### config.mk
export PLATFORM = sky130hd
export DESIGN_NAME = csr_ctrl
export DESIGN_NICKNAME = d
export VERILOG_FILES = /design/src/rtl/csr_ctrl.sv
export SDC_FILE = /design/constraint.sdc
export NUM_CORES = 1
export LEC_CHECK = 0
export BUFFER_PORTS_ARGS = -buffer_cell sky130_fd_sc_hd__buf_2
export CAP_MARGIN = 20
export CELL_PAD_IN_SITES_DETAIL_PLACEMENT = 0
export CELL_PAD_IN_SITES_GLOBAL_PLACEMENT = 1
export CORE_AREA = 8 8 129 161
export CTS_CLUSTER_SIZE = 25
export DETAILED_ROUTE_END_ITERATION = 10
export DIE_AREA = 0 0 137 169
export GPL_TIMING_DRIVEN = 1
export PLACE_DENSITY_LB_ADDON = 0.1
export SLEW_MARGIN = 20
export SYNTH_ARGS = -nofsm -noshare
export SYNTH_HDL_FRONTEND = slang
export SYNTH_SLANG_ARGS = --single-unit
### constraint.sdc
create_clock -name clk -period 2.3 [get_ports clk]
set_input_delay 0.115 -clock clk [delete_from_list [all_inputs] [get_ports clk]]
set_output_delay 0.115 -clock clk [all_outputs]
set_load 0.02 [all_outputs]
### src/rtl/csr_ctrl.sv
// csr_ctrl: sequences one CSR or trap operation at a time against the CSR
// register file (read, then write), then returns the old value or a PC
// redirect to the pipeline over a valid/ready response channel.
module csr_ctrl #(
  parameter int                 DATA_W      = 32,
  parameter int                 ADDR_W      = 12,
  parameter logic [DATA_W-1:0]  ECALL_CAUSE = DATA_W'(11)
) (
  input  logic              clk,
  input  logic              rst_n,
  input  logic              req_valid,
  output logic              req_ready,
  input  logic [2:0]        req_op,
  input  logic [ADDR_W-1:0] req_addr,
  input  logic [DATA_W-1:0] req_src,
  input  logic              req_src_zero,
  input  logic [DATA_W-1:0] req_pc,
  output logic [ADDR_W-1:0] csr_raddr,
  input  logic [DATA_W-1:0] csr_rdata,
  output logic [ADDR_W-1:0] csr_waddr1,
  output logic [DATA_W-1:0] csr_wdata1,
  output logic              csr_wen1,
  output logic [ADDR_W-1:0] csr_waddr2,
  output logic [DATA_W-1:0] csr_wdata2,
  output logic              csr_wen2,
  output logic              rsp_valid,
  input  logic              rsp_ready,
  output logic [DATA_W-1:0] rsp_rdata,
  output logic              rsp_redirect,
  output logic [DATA_W-1:0] rsp_target,
  output logic              rsp_illegal
);

  localparam logic [2:0] OP_CSRRW = 3'd0;
  localparam logic [2:0] OP_CSRRS = 3'd1;
  localparam logic [2:0] OP_CSRRC = 3'd2;
  localparam logic [2:0] OP_ECALL = 3'd3;
  localparam logic [2:0] OP_MRET  = 3'd4;

  localparam logic [ADDR_W-1:0] ADDR_MSTATUS = ADDR_W'(12'h300);
  localparam logic [ADDR_W-1:0] ADDR_MTVEC   = ADDR_W'(12'h305);
  localparam logic [ADDR_W-1:0] ADDR_MEPC    = ADDR_W'(12'h341);
  localparam logic [ADDR_W-1:0] ADDR_MCAUSE  = ADDR_W'(12'h342);

  typedef enum logic [1:0] {S_IDLE, S_READ, S_WRITE, S_RESP} state_e;

  state_e             state_q, state_d;
  logic [2:0]         op_q, op_d;
  logic [ADDR_W-1:0]  addr_q, addr_d;
  logic [DATA_W-1:0]  src_q, src_d;
  logic               src_zero_q, src_zero_d;
  logic [DATA_W-1:0]  pc_q, pc_d;
  logic [DATA_W-1:0]  old_q, old_d;

  logic is_csr_op;
  logic addr_ok;
  logic illegal;

  // Classify the latched request; ECALL/MRET use fixed addresses so only CSR ops are address-checked
  always_comb begin
    is_csr_op = (op_q == OP_CSRRW) || (op_q == OP_CSRRS) || (op_q == OP_CSRRC);
    addr_ok   = (addr_q == ADDR_MSTATUS) || (addr_q == ADDR_MTVEC) ||
                (addr_q == ADDR_MEPC) || (addr_q == ADDR_MCAUSE);
    illegal   = (op_q > OP_MRET) || (is_csr_op && !addr_ok);
  end

  // State register
  always_ff @(posedge clk or negedge rst_n) begin
    if (!rst_n) state_q <= S_IDLE;
    else        state_q <= state_d;
  end

  // Next-state logic: fixed READ -> WRITE -> RESP sequence, RESP waits for the consumer
  always_comb begin
    state_d = state_q;
    unique case (state_q)
      S_IDLE:  if (req_valid) state_d = S_READ;
      S_READ:  state_d = S_WRITE;
      S_WRITE: state_d = S_RESP;
      S_RESP:  if (rsp_ready) state_d = S_IDLE;
      default: state_d = S_IDLE;
    endcase
  end

  // Request latch on accept, old-value capture during READ
  always_comb begin
    op_d       = op_q;
    addr_d     = addr_q;
    src_d      = src_q;
    src_zero_d = src_zero_q;
    pc_d       = pc_q;
    old_d      = old_q;
    if (state_q == S_IDLE && req_valid) begin
      op_d       = req_op;
      addr_d     = req_addr;
      src_d      = req_src;
      src_zero_d = req_src_zero;
      pc_d       = req_pc;
    end
    if (state_q == S_READ) old_d = csr_rdata;
  end

  // Datapath registers; reset clears everything so an aborted operation leaves no trace
  always_ff @(posedge clk or negedge rst_n) begin
    if (!rst_n) begin
      op_q       <= '0;
      addr_q     <= '0;
      src_q      <= '0;
      src_zero_q <= 1'b0;
      pc_q       <= '0;
      old_q      <= '0;
    end else begin
      op_q       <= op_d;
      addr_q     <= addr_d;
      src_q      <= src_d;
      src_zero_q <= src_zero_d;
      pc_q       <= pc_d;
      old_q      <= old_d;
    end
  end

  // Outputs decoded from state; everything idles at zero outside its own state
  always_comb begin
    req_ready    = (state_q == S_IDLE) && rst_n;
    csr_raddr    = '0;
    csr_waddr1   = '0;
    csr_wdata1   = '0;
    csr_wen1     = 1'b0;
    csr_waddr2   = '0;
    csr_wdata2   = '0;
    csr_wen2     = 1'b0;
    rsp_valid    = 1'b0;
    rsp_rdata    = '0;
    rsp_redirect = 1'b0;
    rsp_target   = '0;
    rsp_illegal  = 1'b0;
    unique case (state_q)
      S_READ: begin
        if (op_q == OP_ECALL)     csr_raddr = ADDR_MTVEC;
        else if (op_q == OP_MRET) csr_raddr = ADDR_MEPC;
        else                      csr_raddr = addr_q;
      end
      S_WRITE: begin
        if (!illegal) begin
          unique case (op_q)
            OP_CSRRW: begin
              csr_wen1   = 1'b1;
              csr_waddr1 = addr_q;
              csr_wdata1 = src_q;
            end
            OP_CSRRS: begin
              csr_wen1   = !src_zero_q;
              csr_waddr1 = addr_q;
              csr_wdata1 = old_q | src_q;
            end
            OP_CSRRC: begin
              csr_wen1   = !src_zero_q;
              csr_waddr1 = addr_q;
              csr_wdata1 = old_q & ~src_q;
            end
            OP_ECALL: begin
              csr_wen1   = 1'b1;
              csr_waddr1 = ADDR_MEPC;
              csr_wdata1 = pc_q;
              csr_wen2   = 1'b1;
              csr_waddr2 = ADDR_MCAUSE;
              csr_wdata2 = ECALL_CAUSE;
            end
            default: ;
          endcase
        end
      end
      S_RESP: begin
        rsp_valid    = 1'b1;
        rsp_illegal  = illegal;
        rsp_rdata    = (is_csr_op && !illegal) ? old_q : '0;
        rsp_redirect = (op_q == OP_ECALL) || (op_q == OP_MRET);
        rsp_target   = rsp_redirect ? old_q : '0;
      end
      default: ;
    endcase
  end

endmodule

==> out/results.ini <==
[pwr]
p_total_w=0.0120
power.density_nw_per_um2=1220
p_leak_nw=4.78
peakVddDrop_v=0.000482

[hold_path]
whs_endpoint=state_q[0]
hp-class=primary input to flop
holdPathStages=3
min_from=rsp_ready

[setup_path]
worstSetupEndpointType=output port
start_kind=flop
path_max_fanout=8
rr_worst_depth=5
timing.rr.end=pc_q[15]
path_class=flop to output port
cp.required_ns=2.18
arrival_ns=2.20
r2r_start=state_q[0]
reg2reg_slack_ns=0.50

[finish]
fin_cells=1161
diodes=0
layout-drive-gt1-share_pct=49.0
nNetsFinal=1038
area_growth_pct=53.2

[grt]
grt_start_max_net_pins=115
grtUsageTotal_pct=18.9
grt_overflow=0
antenna_found_initial=0
grt_pass1_wl_um=33900
grt_pass1_vias=6250

[sta]
tns_ns=-0.0585
fmax_mhz=433
max_slew.worst_pin.slew_ns=0.641
whs_ns=0.0991
min_period_over_period_pct=101
fin_worst_skew_ns=0.00546
finalMaxSlewViolations=0
slew_headroom_pct=57.2
period_minus_slack_ns=2.31
setup-violations-final=9
finalHoldViolCount=0
rsz0062_at_grt=yes
fin_ws_ns=-0.0116

[logic_synthesis]
synth_warnings=0
synthFlopType=dfrtp_1
ys_async_sr_fraction_pct=100
netlist_top_cells_count=114 x dfrtp_1, 113 x mux2_2, 65 x a211oi_1
syn_avg_cell_area_sq_um=11.1
netlist.area_leader.share_pct=44.5
syn_area_sq_um=6410
synth_cell_types=37
synth_most_common_cell=dfrtp_1
synthCells=575
yosysSeqAreaShare_pct=44.5
synthTopCellsByArea=dfrtp_1 44%, mux2_2 20%, a211oi_1 7.6%
ys_seq_elements=114
yosysTopAreaCell=dfrtp_1
synth_edf_count=0

[clocking]
htreeDepth=4
clk_pin_slew_ns=0.05
cts_buffer_depth=2
root_buffer=clkbuf_16
clock_latency_ns=0.42
clock-sinks=114
cts_buffers=17
cts_tree=yes

[route]
first_pass_iters=5
vias=5755
drc=0
viasPerCell=4.96
final_antenna_net_count=0
wl_per_cell_um=19.2
routed_wl_um=22300
first_iter_violations=233

[die]
io_pins=286
rows=56
coreArea_sq_um=18400
die_w_um=137
die-height_um=169
start_util_pct=34.9
fp.dieArea_sq_um=23200

[outcome]
status=finished with violations
violations=setup timing

[place]
dp_cells=1012
hpwl_um=15100
portBuffers=242
place.gp.congestion=0.794
post-place-ws_ns=0.210

[job]
maxCapViolations=0

-- flip-flops by register name, summed over array words and instances (netlist names) --
name / count
state_q: 2
pc_q: 32
src_q: 32
src_zero_q: 1
op_q: 3
old_q: 32
addr_q: 12
-- worst max-delay path: stages, from the launching register on --
cell     delay [ns]
dfrtp_1        0.38
nor4_2         0.30
and4_4         0.34
buf_4          0.13
and4_4         0.33
and2_4         0.17
buf_4          0.13
-- repair_timing --
| action | in CTS | in global routing |
|---|---|---|
| pin swaps | 1 | 10 |
| setup buffers | 0 | 3 |
| resized for setup | 78 | 41 |
| hold buffers | 113 | 0 |
| hold endpoints to repair | 226 | 0 |
| setup endpoints to repair | 64 | 64 |
| gates cloned | 1 | 1 |
-- power breakdown --
part           internal [W]  switching (W)
Sequential          0.00307       0.000960
Combinational       0.00247        0.00286
Clock               0.00169       0.000916
-- metal layers --
metal | track usage, % | share of wire, % | up-vias
met3 | 5.37 | 6.9 | 31
met2 | 33.6 | 52 | 200
li1 | - | - | 2699
met4 | 6.20 | 2.1 | 0
met5 | 0 | 0 | -
met1 | 20.9 | 40 | 2825
-- kinds of logic after synthesis --
group                    Yosys count  share of synthesized area [%]
AO/OA/AOI/OAI                    114                           13.6
adder cells (fa/ha/maj)            5                          0.976
buffers and inverters            102                           9.93
flip-flops                       114                           44.5
multiplexers                     114                           20.0
other                              1                         0.0585
AND/OR/NAND/NOR                  125                           10.9
-- area by class of cell --
cell class | count | area, sq um
fill | 1700 | 8530
multi-input combinational | 403 | 3290
sequential | 114 | 2860
timing repair buffer | 374 | 2770
clock buffer | 22 | 484
tap | 232 | 290
clock inverter | 9 | 105
inverter | 7 | 26.3
-- stage by stage --
| step | instance area [sq um] | utilization (%) |
|---|---|---|
| 2_1_floorplan | 6570 | - |
| 3_5_place_dp | 7670 | 41.8 |
| 3_3_place_gp | 7670 | 41.8 |
| 6_report | 9820 | 53.5 |
| 4_1_cts | 9670 | 52.7 |
| 5_1_grt | 9820 | 53.5 |
-- layout by cell type (no fill, tap or decap), types with 7 or more instances in the layout --
cell,synthesis,final
and3_1,43,43
a22oi_1,31,31
buf_6,6,11
mux2_2,113,113
dlygate4sd3_1,0,113
conb_1,1,43
inv_1,7,7
dfrtp_1,114,110
and2_1,33,22
a211oi_1,65,41
nor2_1,36,36
buf_2,15,181
and2_4,0,11
a211oi_2,0,21
buf_12,0,7
buf_4,50,62
clkbuf_16,0,17
-- worst max-delay path by stage --
stage	startpoint	end	slack, ns	cells past startpoint
2_1_floorplan	state_q[0]	csr_wdata1[23]	0.25	7
3_3_place_gp	addr_q[0]	csr_wdata1[29]	0.28	6
3_5_place_dp	addr_q[10]	csr_wdata1[29]	0.21	6
4_1_cts	addr_q[10]	csr_wdata1[1]	-0.02	6
5_1_grt	addr_q[10]	csr_wdata1[1]	-0.13	6
6_report	addr_q[10]	rsp_rdata[16]	-0.01	6
No activity file was read; power rests on OpenSTA's default activity.
